--- src/rtl/conv_layer_ctrl_if.sv ---
// Handshake/result bundle between the convolution sequencer and its neighbours.
// perf_stall_o exists only when CONV_CTRL_PERF_EN is defined.
interface conv_layer_ctrl_if #(
    parameter int unsigned COORD_W = 8
);
    logic               start_i;
    logic               fetch_ready_i;
    logic               credit_ret_i;
    logic               win_valid_o;
    logic [COORD_W-1:0] win_x_o;
    logic [COORD_W-1:0] win_y_o;
    logic               res_valid_o;
    logic [COORD_W-1:0] res_x_o;
    logic [COORD_W-1:0] res_y_o;
    logic               busy_o;
    logic               done_o;
`ifdef CONV_CTRL_PERF_EN
    logic [31:0]        perf_stall_o;
`endif

    modport master (
        input  start_i, fetch_ready_i, credit_ret_i,
        output win_valid_o, win_x_o, win_y_o,
        output res_valid_o, res_x_o, res_y_o,
        output busy_o, done_o
`ifdef CONV_CTRL_PERF_EN
        , output perf_stall_o
`endif
    );

    modport slave (
        output start_i, fetch_ready_i, credit_ret_i,
        input  win_valid_o, win_x_o, win_y_o,
        input  res_valid_o, res_x_o, res_y_o,
        input  busy_o, done_o
`ifdef CONV_CTRL_PERF_EN
        , input perf_stall_o
`endif
    );
endinterface

--- src/rtl/conv_layer_ctrl.sv ---
// Raster-order 3x3 window sequencer with credit-throttled issue and a coordinate tag pipeline.
// Optional stall counter on perf_stall_o when CONV_CTRL_PERF_EN is defined.
module conv_layer_ctrl #(
    parameter int unsigned IMG_W    = 16,
    parameter int unsigned IMG_H    = 16,
    parameter int unsigned COORD_W  = 8,
    parameter int unsigned CONV_LAT = 3,
    parameter int unsigned CREDITS  = 4
) (
    input  logic               clk_i,
    input  logic               rst_i,
    conv_layer_ctrl_if.master  bus
);
    localparam int unsigned        CRED_W   = $clog2(CREDITS + 1);
    localparam logic [COORD_W-1:0] X_LAST   = COORD_W'(IMG_W - 3);
    localparam logic [COORD_W-1:0] Y_LAST   = COORD_W'(IMG_H - 3);
    localparam logic [CRED_W-1:0]  CRED_MAX = CRED_W'(CREDITS);

    typedef enum logic [1:0] {IDLE, RUN, DRAIN, DONE} state_e;

    state_e             state_q, state_d;
    logic [COORD_W-1:0] x_q, x_d, y_q, y_d;
    logic [CRED_W-1:0]  credits_q, credits_d;
    logic [CONV_LAT-1:0] tag_v_q, tag_v_d;
    logic [COORD_W-1:0] tag_x_q [CONV_LAT];
    logic [COORD_W-1:0] tag_x_d [CONV_LAT];
    logic [COORD_W-1:0] tag_y_q [CONV_LAT];
    logic [COORD_W-1:0] tag_y_d [CONV_LAT];
    logic               issue_c;
    logic               pipe_drained_c;

    assign issue_c = (state_q == RUN) && bus.fetch_ready_i && (credits_q != '0);

    // Only the head stage may still hold a result when the next cycle empties the pipe.
    always_comb begin
        pipe_drained_c = 1'b1;
        for (int i = 0; i < int'(CONV_LAT) - 1; i++) begin
            if (tag_v_q[i]) pipe_drained_c = 1'b0;
        end
    end

    always_comb begin
        state_d = state_q;
        x_d     = x_q;
        y_d     = y_q;
        case (state_q)
            IDLE: begin
                if (bus.start_i) begin
                    state_d = RUN;
                    x_d     = '0;
                    y_d     = '0;
                end
            end
            RUN: begin
                if (issue_c) begin
                    if (x_q == X_LAST) begin
                        x_d = '0;
                        y_d = y_q + COORD_W'(1);
                        if (y_q == Y_LAST) state_d = DRAIN;
                    end else begin
                        x_d = x_q + COORD_W'(1);
                    end
                end
            end
            DRAIN:   if (pipe_drained_c) state_d = DONE;
            DONE:    state_d = IDLE;
            default: state_d = IDLE;
        endcase
    end

    // A return arriving while all slots are free is dropped.
    always_comb begin
        credits_d = credits_q;
        if (issue_c && !bus.credit_ret_i) begin
            credits_d = credits_q - CRED_W'(1);
        end else if (!issue_c && bus.credit_ret_i && (credits_q != CRED_MAX)) begin
            credits_d = credits_q + CRED_W'(1);
        end
    end

    always_comb begin
        tag_v_d = '0;
        for (int i = 0; i < int'(CONV_LAT); i++) begin
            tag_x_d[i] = '0;
            tag_y_d[i] = '0;
        end
        tag_v_d[0] = issue_c;
        tag_x_d[0] = x_q;
        tag_y_d[0] = y_q;
        for (int i = 1; i < int'(CONV_LAT); i++) begin
            tag_v_d[i] = tag_v_q[i-1];
            tag_x_d[i] = tag_x_q[i-1];
            tag_y_d[i] = tag_y_q[i-1];
        end
    end

    always_ff @(posedge clk_i or posedge rst_i) begin
        if (rst_i) begin
            state_q   <= IDLE;
            x_q       <= '0;
            y_q       <= '0;
            credits_q <= CRED_MAX;
            tag_v_q   <= '0;
            for (int i = 0; i < int'(CONV_LAT); i++) begin
                tag_x_q[i] <= '0;
                tag_y_q[i] <= '0;
            end
        end else begin
            state_q   <= state_d;
            x_q       <= x_d;
            y_q       <= y_d;
            credits_q <= credits_d;
            tag_v_q   <= tag_v_d;
            for (int i = 0; i < int'(CONV_LAT); i++) begin
                tag_x_q[i] <= tag_x_d[i];
                tag_y_q[i] <= tag_y_d[i];
            end
        end
    end

`ifdef CONV_CTRL_PERF_EN
    logic [31:0] perf_q, perf_d;

    always_comb begin
        perf_d = perf_q;
        if ((state_q == IDLE) && bus.start_i) begin
            perf_d = '0;
        end else if ((state_q == RUN) && bus.fetch_ready_i && (credits_q == '0) && (perf_q != '1)) begin
            perf_d = perf_q + 32'd1;
        end
    end

    always_ff @(posedge clk_i or posedge rst_i) begin
        if (rst_i) perf_q <= '0;
        else       perf_q <= perf_d;
    end

    assign bus.perf_stall_o = perf_q;
`endif

    assign bus.win_valid_o = issue_c;
    assign bus.win_x_o     = x_q;
    assign bus.win_y_o     = y_q;
    assign bus.res_valid_o = tag_v_q[CONV_LAT-1];
    assign bus.res_x_o     = tag_x_q[CONV_LAT-1];
    assign bus.res_y_o     = tag_y_q[CONV_LAT-1];
    assign bus.busy_o      = (state_q != IDLE);
    assign bus.done_o      = (state_q == DONE);
endmodule
--- src/flat_wrapper.sv ---
// flat-port wrapper written by rule: the top's interface ports become plain ports
module conv_layer_ctrl_flat 
#(
    parameter int unsigned IMG_W    = 16,
    parameter int unsigned IMG_H    = 16,
    parameter int unsigned COORD_W  = 8,
    parameter int unsigned CONV_LAT = 3,
    parameter int unsigned CREDITS  = 4
)
  (clk_i, rst_i, bus_start_i, bus_fetch_ready_i, bus_credit_ret_i, bus_win_valid_o, bus_win_x_o, bus_win_y_o, bus_res_valid_o, bus_res_x_o, bus_res_y_o, bus_busy_o, bus_done_o);
  conv_layer_ctrl_if #(.COORD_W(COORD_W)) bus_i ();
  input  logic clk_i;
  input  logic rst_i;
  input wire logic [$bits(bus_i.start_i)-1:0] bus_start_i;
  input wire logic [$bits(bus_i.fetch_ready_i)-1:0] bus_fetch_ready_i;
  input wire logic [$bits(bus_i.credit_ret_i)-1:0] bus_credit_ret_i;
  output wire logic [$bits(bus_i.win_valid_o)-1:0] bus_win_valid_o;
  output wire logic [$bits(bus_i.win_x_o)-1:0] bus_win_x_o;
  output wire logic [$bits(bus_i.win_y_o)-1:0] bus_win_y_o;
  output wire logic [$bits(bus_i.res_valid_o)-1:0] bus_res_valid_o;
  output wire logic [$bits(bus_i.res_x_o)-1:0] bus_res_x_o;
  output wire logic [$bits(bus_i.res_y_o)-1:0] bus_res_y_o;
  output wire logic [$bits(bus_i.busy_o)-1:0] bus_busy_o;
  output wire logic [$bits(bus_i.done_o)-1:0] bus_done_o;
  assign bus_i.start_i = bus_start_i;
  assign bus_i.fetch_ready_i = bus_fetch_ready_i;
  assign bus_i.credit_ret_i = bus_credit_ret_i;
  assign bus_win_valid_o = bus_i.win_valid_o;
  assign bus_win_x_o = bus_i.win_x_o;
  assign bus_win_y_o = bus_i.win_y_o;
  assign bus_res_valid_o = bus_i.res_valid_o;
  assign bus_res_x_o = bus_i.res_x_o;
  assign bus_res_y_o = bus_i.res_y_o;
  assign bus_busy_o = bus_i.busy_o;
  assign bus_done_o = bus_i.done_o;
  conv_layer_ctrl #(.IMG_W(IMG_W), .IMG_H(IMG_H), .COORD_W(COORD_W), .CONV_LAT(CONV_LAT), .CREDITS(CREDITS)) u_core (.clk_i(clk_i), .rst_i(rst_i), .bus(bus_i));
endmodule
--- config.mk ---
export PLATFORM = sky130hd
export DESIGN_NAME = conv_layer_ctrl_flat
export DESIGN_NICKNAME = d
export VERILOG_FILES = /design/src/rtl/conv_layer_ctrl_if.sv /design/src/rtl/conv_layer_ctrl.sv /design/src/flat_wrapper.sv
export SDC_FILE = /design/constraint.sdc
export NUM_CORES = 1
export LEC_CHECK = 0
export ABC_AREA = 1
export CAP_MARGIN = 20
export CORE_MARGIN = 2
export CORE_UTILIZATION = 46
export DETAILED_ROUTE_END_ITERATION = 12
export PLACE_DENSITY = 0.7
export SLEW_MARGIN = 20
export SYNTH_ARGS = -nofsm -noshare
export SYNTH_HDL_FRONTEND = slang
export SYNTH_SLANG_ARGS = --single-unit
--- constraint.sdc ---
create_clock -name clk_i -period 4.4 [get_ports clk_i]
set_input_delay 0.88 -clock clk_i [delete_from_list [all_inputs] [get_ports clk_i]]
set_output_delay 0.88 -clock clk_i [all_outputs]
set_load 0.005 [all_outputs]
* After elaboration in Yosys (flattened, before gate mapping)
Index checks and enable logic that the tools add are counted.
** Storage, ports and cells
- Bits of input ports :: 5
- Bits in registers :: 72
- Output and inout bits :: 36
** Cells by class
- $add $sub $neg :: 4
- Reduce and logical (&&, ||, !) cells :: 15
- Equality and inequality tests :: 11
- Multiplexer cells :: 17
** Operator list (number)
- 8-bit 2-to-1 mux :: 5
- 8-bit case mux with 2 select lines :: 2
- 8-bit by 1-bit adder with 8-bit output (second input constant) :: 2
- 8-bit by 4-bit == test with 1-bit output (second input constant) :: 2
- 2-bit 2-to-1 mux :: 5
- 2-bit case mux with 4 select lines :: 1
- 3-bit 2-to-1 mux :: 2
- 2-bit != test (second input constant) :: 3
- 2-bit nonzero test :: 3
- 1-bit logical AND :: 5
- 5-bit AND reduction :: 1
- 2-bit == test (second input constant) :: 2
- 2-bit by 1-bit != test with 1-bit output (second input constant) :: 2
- 4-bit AND reduction :: 1
- 3-bit by 1-bit adder with 3-bit output (second input constant) :: 1
- 3-bit != test (second input constant) :: 1
- 3-bit AND reduction :: 1
- 3-bit nonzero test :: 1
- 3-bit by 1-bit subtractor with 3-bit output (second input constant) :: 1
- 2-bit by 1-bit == test with 1-bit output (second input constant) :: 1
- 1-bit zero test :: 2
- 2-bit zero test :: 1
- 1-bit 2-to-1 mux :: 2

* Depth between registers and ports, before layout
Gate-level depths: netlist of run 1.
- Word-level depth :: 8
- Depth in mapped cells :: 14

* Least setup slack after synthesis of run 1
No wires, ideal clock.
- Path type :: input -> output
- From :: in bus_fetch_ready_i
- To :: out bus_win_valid_o
- Data required time :: 3520 ps
- Path slack :: 2398 ps
- Stages on the path :: 4
- Arrival :: 1122 ps
- Cell sequence :: nand2_1 inv_1 nand2_2 inv_1
** On the way
- Cells in the longest elaborated chain, start to end :: 2
** RTL lines
- start: declaration :: RTL line flat_wrapper.sv:15 : input wire logic [$bits(bus_i.fetch_ready_i)-1:0] bus_fetch_ready_i;
- 1-bit logical AND (2 in a row) :: RTL line conv_layer_ctrl.sv:32 : assign issue_c = (state_q == RUN) && bus.fetch_ready_i && (credits_q != '0);
- end: declaration :: RTL line flat_wrapper.sv:17 : output wire logic [$bits(bus_i.win_valid_o)-1:0] bus_win_valid_o;
No other way between the ends.

* Worst setup path after layout of run 1
Ends and elaborated chain as after synthesis.

==> results, run 1 <==
- The run finished with clean final reports.
- Summing the areas of all fa, ha and maj instances in the mapped netlist gives 4.62% of the synthesized area.
- The synthesized area per cell is 10.4 µm².
- The first TritonRoute pass finished after 4 iterations.
- The overall routing resource usage is 14.9%.
- After clock tree synthesis, the flow added hold-fix buffers numbering 0.
- The cell area that synthesis handed to floorplanning was 2870 µm².
- The weighted congestion reported at the end of routability-driven placement is 0.795.
- Once the floorplan was initialized, standard cells occupied 47.9% of the core.
- The count of different cell masters after synthesis is 24.
- The type of the worst min-delay path is register to register.
- The worst register-to-register path begins at u_core.state_q[1]$_DFFE_PP0P_.
- The largest net degree at the start of global routing is 56.
- The stage delay of the slowest cell on the critical path is around 510 ps.
- The critical path arrival is 2140 ps.
- The clock tree skew after final layout is roughly 7.2 ps.
- The net count after synthesis is about 290.
- The number of nets in the layout is 324.
- The peak supply drop is 0.281 mV.
- The number of design-rule violations left by the first detailed-router iteration is 118.
- Internal power comes to around 1.2 mW.
- The minimum period implied by the final worst setup slack is about 3000 ps.
- The worst setup path is launched from a primary input.
- The library cell used as clock root buffer is clkbuf_8.
- The worst hold path endpoint is u_core.bus.res_x_o[4]$_DFF_PP0_.
- The port buffer count is 40.
- Max-cap violations in this run came to 0.
- The register share of total power is 44.6%.
- The simple-gate area share of the yosys netlist is 17.4%.
- The top flip-flop cell by instance count after synthesis is dfrtp_1.
- Post-CTS timing repair inserted 0 buffers for setup.
- Measured along the y axis, the die boundary spans 83.0 µm.
- The setup TNS is 0 ps.
- The most frequent cell after synthesis is dfrtp_1.
- The routed via count divided by cell count is 4.63.
- Setup repair after global routing left no endpoint under its margin.
- The mux cell area share after synthesis is 0%.
- The data required time at the worst endpoint is 3520 ps.
- The maximum clock frequency is 0.331 GHz.
- During synthesis, Yosys emitted a total of 0 warnings.
- For the pin with the worst max-slew slack, the measured transition is ~900 ps.
- The number of antenna violations at the first check in global routing is 0.
- The analysis attributes to cell leakage a power of approximately 1.7 nW.
- The final HPWL from detailed placement is 3050 µm.
- STA classifies the critical path endpoint as an output port.
- The worst setup path is of the primary input to output port kind.
- The hold violation total from the final report was 0.
- Sequential elements use 62.8% of the synthesized area.
- TritonCTS built the clock tree.
- The floorplan row count is 28.
- The I/O pin total is 41.
- The clock network burns 29.4% of the power.
- In this run the worst path has a maximum fanout of 4.
- The share of post-route cells with drive strength above 1 is between 8 and 9%.
- Counting instances in the post-synthesis netlist gives the leading cell types as dfrtp_1, nand2_1, inv_1.
- The compound-cell area share of the yosys netlist is 3.75%.
- The destination of the worst register-to-register timing path is u_core.bus.win_y_o[6]$_DFFE_PP0P_.
- At the end of the flow the core is filled with cells to between 50% and 60%.
- The synthesis-stage register bit count is slightly above 70.
- The number of buffers and inverters on the critical path is 4.
- The region available for standard cell placement spans roughly 6000 µm².
- The signal on the critical path passes through clkdlybuf4s50_1 > nand2_1 > inv_1 > nand2_2 > inv_1 > clkdlybuf4s50_1.
- The relative max-transition margin is between 30 and 40%.
- The final-report max-slew violation count is 0.
- CTS built an H-tree with a depth of 3.
- The critical path crosses 6 cells after its start point.
- The die width is 83.0 µm.
- Across all register-to-register paths, the minimum setup slack is 2210 ps.
- The count of vias placed by the detailed router is 1803.
- In this run switching power makes up between 30% and 40% of total power.
- The final cycle utilization of the critical path is 68.7%.
- The net load switching power is ~0.6 mW.
- The sum of overflow across all layers after global routing is 0.
- The highest-delay cell along the critical path is clkdlybuf4s50_1.
- The clock transition at the registers of the reported paths is 80 ps.
- The clock sink total is 72.
- The launching element of the worst setup path is bus_fetch_ready_i.
- The number of enable flip-flop cells after synthesis is 0.
- The number of antenna diodes in the final layout is 0.
- In this run, the combinational gates consume 26.0% of the power.
- The final routed wire length divided by cell count is approximately 11 µm.
- The worst hold path cell count is 0.
- The cell count of the worst reg-to-reg path is 9.
- The power density over the cells is 523 nW/µm².
- The start point of the worst hold path is u_core.tag_x_d[4]$_DFF_PP0_.
- Counting along the longest clock path gives a buffer depth of 2.
- After synthesis, the largest family of logic cells by area is simple AND/OR/NAND/NOR gates.
- Ranked by total cell area, the synthesized netlist is headed by dfrtp_1, nand2_1, inv_1, buf_4, ha_1.
- The share of synthesized area in the top cell type comes to 61.9%.
- At the later pin of the worst-skew pair, clock insertion delay measures 340 ps.
- After synthesis, the share of flip-flops with an asynchronous set or reset is 100%.
- Setup violations remaining at the end of the flow were counted as 0.
- The post-synthesis cell type with the largest combined area is dfrtp_1.
- Gates resized during post-CTS repair numbered 0.
- The number of global-route vias before repair is 1810.
- The final antenna-violating net count is 0.
- The floorplan step defined a die boundary enclosing 6890 µm².
- The post-route DRC violation count is 0.
- Grouping stages by cell kind, the critical path spends the most delay in buffers and inverters.
- The global-route wire length before repair is between 8000 and 9000 µm.
- Clock tree synthesis inserted a total of 9 buffers.
- Relative to the synthesized area, the layout overhead comes to 19.5%.
- The synthesized netlist devotes approximately 1.8% of its cell area to XOR and XNOR gates.
- Wires add up to roughly 4500 µm.
- The number of cells produced by synthesis is 276.
## how the worst max path moves through the flow
stage                                            endpoint  slack, ps
after detailed placement                  bus_win_valid_o       1370
after CTS                                 bus_win_valid_o       1370
final                                     bus_win_valid_o       1380
after global routing                      bus_win_valid_o       1250
after floorplan           u_core.bus.res_x_o[0]$_DFF_PP0_       1700
after global placement                    bus_win_valid_o       1380
## cells by family after synthesis
kind of cell    Yosys count
compound gates           19
xor+xnor                  6
fa+ha+maj                10
buf+inv                  53
flops                    72
simple gates            116
## worst register-to-register path: stages (launching register included)
cell,delay [ps]
dfrtp_1,400
inv_1,120
ha_1,390
inv_1,290
a21oi_1,230
nand2_2,200
inv_1,190
nand2_1,130
nand2_1,90
nand2_1,50
## sequential cells by signal, indices dropped and copies added, names as in the netlist
signal and cells:
u_core.state_q 2, u_core.tag_x_d 16, u_core.tag_v_q 3, u_core.credits_q 3, u_core.tag_y_d 16, u_core.bus.res_x_o 8, u_core.bus.win_y_o 8, u_core.bus.res_y_o 8
u_core.bus.win_x_o 8
## routing by layer
| metal | global-route usage [%] | share of wire [%] | up-vias |
|---|---|---|---|
| li1 | - | - | 912 |
| met1 | 18.7 | 47 | 844 |
| met2 | 22.9 | 46 | 37 |
| met3 | 4.08 | 4.4 | 10 |
| met4 | 8.94 | 2.7 | 0 |
| met5 | 0 | 0 | - |
## layout by cell type (no fill, tap or decap), drive strengths merged, types with 3 or more instances in the layout
cell type,netlist,final
o21bai,4,4
clkinv,0,3
xor2,6,6
nand3,19,19
clkbuf,0,9
nand4,4,4
o21ai,12,12
dfrtp,71,71
clkdlybuf4s50,0,40
inv,33,35
ha,9,9
nor2,29,29
nand2,61,61
## power groups by stage
| stage | sequential [mW] | combinational (mW) | clock [mW] |
|---|---|---|---|
| 2_1_floorplan | 0.805 | 0.352 | 0 |
| 3_3_place_gp | 0.809 | 0.458 | 0 |
| 3_5_place_dp | 0.816 | 0.468 | 0 |
| 4_1_cts | 0.801 | 0.474 | 0.540 |
| 5_1_grt | 0.816 | 0.537 | 0.576 |
| 6_report | 0.801 | 0.467 | 0.529 |
## through the flow
stage / setup WS, ps / hold WS, ps / area (µm²) / power (mW) / instances
after floorplan: 1700 / 331 / 2870 / 1.16 / 276
after detailed placement: 1370 / 335 / 3230 / 1.28 / 373
after CTS: 1370 / 347 / 3430 / 1.82 / 389
after global routing: 1250 / 360 / 3430 / 1.93 / 389
after global placement: 1380 / 331 / 3230 / 1.27 / 373
final: 1380 / 345 / 3430 / 1.80 / 389
## cell type report
class	count	area, µm²
Inverter	33	125
Fill cell	488	2560
Clock buffer	9	124
Sequential cell	72	1800
Tap cell	75	93.8
Timing Repair Buffer	42	415
Clock inverter	7	77.6
Multi-Input combinational cell	151	792
Power figures use the tool's default switching activity.
==> run 2: changes to the inputs <==
--- a/config.mk
+++ b/config.mk
@@ -10,7 +10,7 @@
 export CORE_MARGIN = 2
 export CORE_UTILIZATION = 46
 export DETAILED_ROUTE_END_ITERATION = 12
-export PLACE_DENSITY = 0.7
+export PLACE_DENSITY = 0.73
 export SLEW_MARGIN = 20
 export SYNTH_ARGS = -nofsm -noshare
 export SYNTH_HDL_FRONTEND = slang
==> constraint.sdc (replaced) <==
create_clock -name clk_i -period 2.7 [get_ports clk_i]
set_input_delay 0.54 -clock clk_i [delete_from_list [all_inputs] [get_ports clk_i]]
set_output_delay 0.54 -clock clk_i [all_outputs]
set_load 0.005 [all_outputs]
==> run 2 against run 1 <==
Critical path depth increased by 1. Hold slack lost 2.5 ps. Clock power is 71% higher. Combinational power increased by 65%. Utilization is 0.50 points higher. Count of clock-buffer cells in the layout is 2 higher. Cell count up 0.26%. Sequential cell count is the same. Final area rose by 0.88%. First-iteration DRC count is 34% lower. Setup slack lost 1100 ps. Critical path type is now register to output port. Critical endpoint unchanged. Highest routed layer unchanged.
==> results, run 2 (synthesized netlist as in run 1, its figures left out) <==
- The flow ran to the end, and the final reports show no timing, DRC or antenna violations.
- The final standard cell utilization of the core was 57.8% (+0.50 points).
- The highest-delay cell along the critical path is clkdlybuf4s50_1.
- The met3 routed wirelength is 191 µm (-2.6%).
- The static leakage is 1.74 nW (+0.75%).
- The smallest setup slack after layout came to 294 ps (-1080 ps).
- The startpoint identified for the worst register-to-register timing path is u_core.state_q[1]$_DFFE_PP0P_.
- The floorplan core area came to 5990 µm² (unchanged).
- The relative max-transition margin is 74.1% (+34 points).
- The number of nets in the layout is 325 (+0.31%).
- The detailed-route wire length was 4610 µm (+3.1%).
- The most used cell along the critical path is inv_1.
- The clock insertion delay at the later pin of the skew report is 340 ps (about the same).
- For the finished layout, the period the worst path requires is around 2400 ps.
- The transition time at the pin with the least slew margin is 388 ps (-513 ps).
- The clock transition at the registers of the reported paths is 70 ps (about the same).
- The data required time at the worst endpoint is 2160 ps (-1360 ps).
- The cts-stage hold buffer count is 0 (unchanged).
- The category of the most critical setup path is register to output port.
- The setup TNS is 0 ps (unchanged).
- The sum of overflow across all layers after global routing is 0 (unchanged).
- Leaving out fill and tap cells, the most frequent cells in the layout are dfrtp_1, nand2_1, clkdlybuf4s50_1.
- The total met2 wirelength after detailed routing is 2200 µm (+8.2%).
- The critical path starts at u_core.state_q[1]$_DFFE_PP0P_.
- The hold violation total from the final report is 0 (unchanged).
- The final cycle utilization of the critical path is between 80 and 90%.
- The post-CTS setup buffer count came to 0 (unchanged).
- The final-report max-slew violation count was 0 (unchanged).
- The worst setup slack after placement is 360 ps (-1010 ps).
- The count of non-filler cells in the finished layout was 390 (+0.26%).
- The die width came to 83.0 µm (unchanged).
- The kind of cell with the highest combined delay along the critical path is buffers and inverters.
- The area growth from synthesis to layout is 20.5%.
- The overall die height came to 83.0 µm (unchanged).
- Leaving out fill and tap cells, the most frequent cell in the layout is dfrtp_1.
- The sum of buffers and inverters on the critical path is 4 (unchanged).
- The power density over the cells was 862 nW/µm² (+65%).
- The die area was 6890 µm² (unchanged).
- The signal on the critical path passes through inv_1 > ha_1 > nand2_1 > inv_1 > nand2_2 > inv_1 > clkdlybuf4s50_1.
- The peak supply drop is 0.347 mV (+23%).
- The overall routing resource usage is 14.8% (-0.077 points).
- The final routed wire length divided by cell count came to 11.8 µm (+2.8%).
- The number of global-route vias before repair came to 1825 (+0.83%).
- STA classifies the critical path startpoint as a register.
- Routed signal wires occupy layers up through met4.
- The number of antenna violations at the first check in global routing is 0 (unchanged).
- The type of the worst min-delay path is register to register.
- The largest net degree at the start of global routing was 37 (-34%).
- The stage delay of the slowest cell on the critical path is 520 ps (about the same).
- The maximum fanout along the worst path is 4 (unchanged).
- The library cell used as clock root buffer is clkbuf_8.
- The critical path arrival is 1870 ps (-270 ps).
- The share of post-route cells with drive strength above 1 is 8.57% (-0.35 points).
- The initial standard-cell utilization of the core is 47.9% (unchanged).
- The clock sink total is 72 (unchanged).
- The weighted congestion reported at the end of routability-driven placement is 0.822 (+3.4%).
- The fill cell total of the finished layout is 483 (-1.0%).
- The count of vias placed by the detailed router was 1812 (+0.50%).
- The global-route wire length before repair is 8190 µm (+1.5%).
- The post-route DRC violation count is 0 (unchanged).
- The number of buffers created by CTS is 9 (unchanged).
- The final number of setup-violating endpoints is 0 (unchanged).
- The placed cell count is 374 (+0.27%).
- The total power consumption of the routed design was 2.98 mW (+66%).
- The I/O pin total is 41 (unchanged).
- The final HPWL from detailed placement is 3250 µm (+6.7%).
- The max-capacitance violation count is 0 (unchanged).
- The post-route met1 wirelength is 2090 µm (-1.2%).
- The number of diodes added for antenna fixing is 0 (unchanged).
- The worst setup path is captured at an output port.
- The clock tree skew after final layout is 7.17 ps (-0.0255 ps).
- The floorplan row count is 28 (unchanged).
- The number of design-rule violations left by the first detailed-router iteration came to 78 (-34%).
- The final antenna-violating net count is 0 (unchanged).
- The first-pass iteration count of the detailed router came to 4 (unchanged).
- The CTS H-tree depth came to 3 (unchanged).
- The number of instances resized during post-cts repair is 0 (unchanged).
- Setup repair after global routing left no endpoint under its margin.
- The port buffer count is 40 (unchanged).
- The maximum clock frequency is 0.416 GHz.
- The routed via count divided by cell count is 4.65 (+0.24%).
- The maximum count of clock buffers along a single path is 2 (unchanged).
- The clock tree from TritonCTS is built.
- The startpoint identified for the worst hold timing path is u_core.tag_x_d[3]$_DFF_PP0_.
## run 2: cell count changes in the layout (fill, tap and decap cells not counted), sizes merged
cell,before,now
buf,2,3
bufinv,1,2
clkbuf,9,11
clkinv,3,2
inv,35,33
## run 2: power by group
part | total (mW) | switching (mW) | internal [mW]
logic | 0.772 | 0.463 | 0.309
registers | 1.31 | 0.0849 | 1.22
clock network | 0.905 | 0.384 | 0.521
total | 2.98 | 0.932 | 2.05
## run 2: through the flow
step                cell area [µm²]  hold slack [ps]
finish                         3460              342
global route                   3460              353
floorplan                      2870              331
detailed placement             3250              335
global placement               3250              331
CTS                            3460              349
## run 2: path summary, 6_finish.rpt
check                      slack (ps)                                end  cells past startpoint
min                               340    u_core.bus.res_x_o[3]$_DFF_PP0_                      0
min in group asynchronous         500    u_core.bus.res_y_o[4]$_DFF_PP0_                      2
max                               290                    bus_win_valid_o                      7
max reg2reg                       620  u_core.bus.win_y_o[6]$_DFFE_PP0P_                     10
min reg2reg                       340    u_core.bus.res_x_o[3]$_DFF_PP0_                      0
max in group asynchronous        1610  u_core.bus.win_x_o[5]$_DFFE_PP0P_                      3
## run 2: cell type report
class	instances	area, µm²	share of cell area (%)
multi-input combinational	151	792	22.9
tap	75	93.8	2.71
sequential	72	1800	52.1
timing repair buffer	43	435	12.6
inverter	33	124	3.58
clock inverter	5	81.3	2.35
clock buffer	11	131	3.80
## run 2: worst register-to-register path, stage by stage (launching register included)
cell and delay (ps):
dfrtp_1 410, inv_1 120, ha_1 190, buf_4 170, inv_1 180, a21oi_1 210
nand2_2 200, inv_1 200, nand2_1 140, nand2_1 90, nand2_1 60
## run 2: metal layers
layer	GRT usage, %	vias up
met1	19.0	850
met4	8.35	0
li1	-	913
met5	0	-
met3	3.28	10
met2	23.2	39
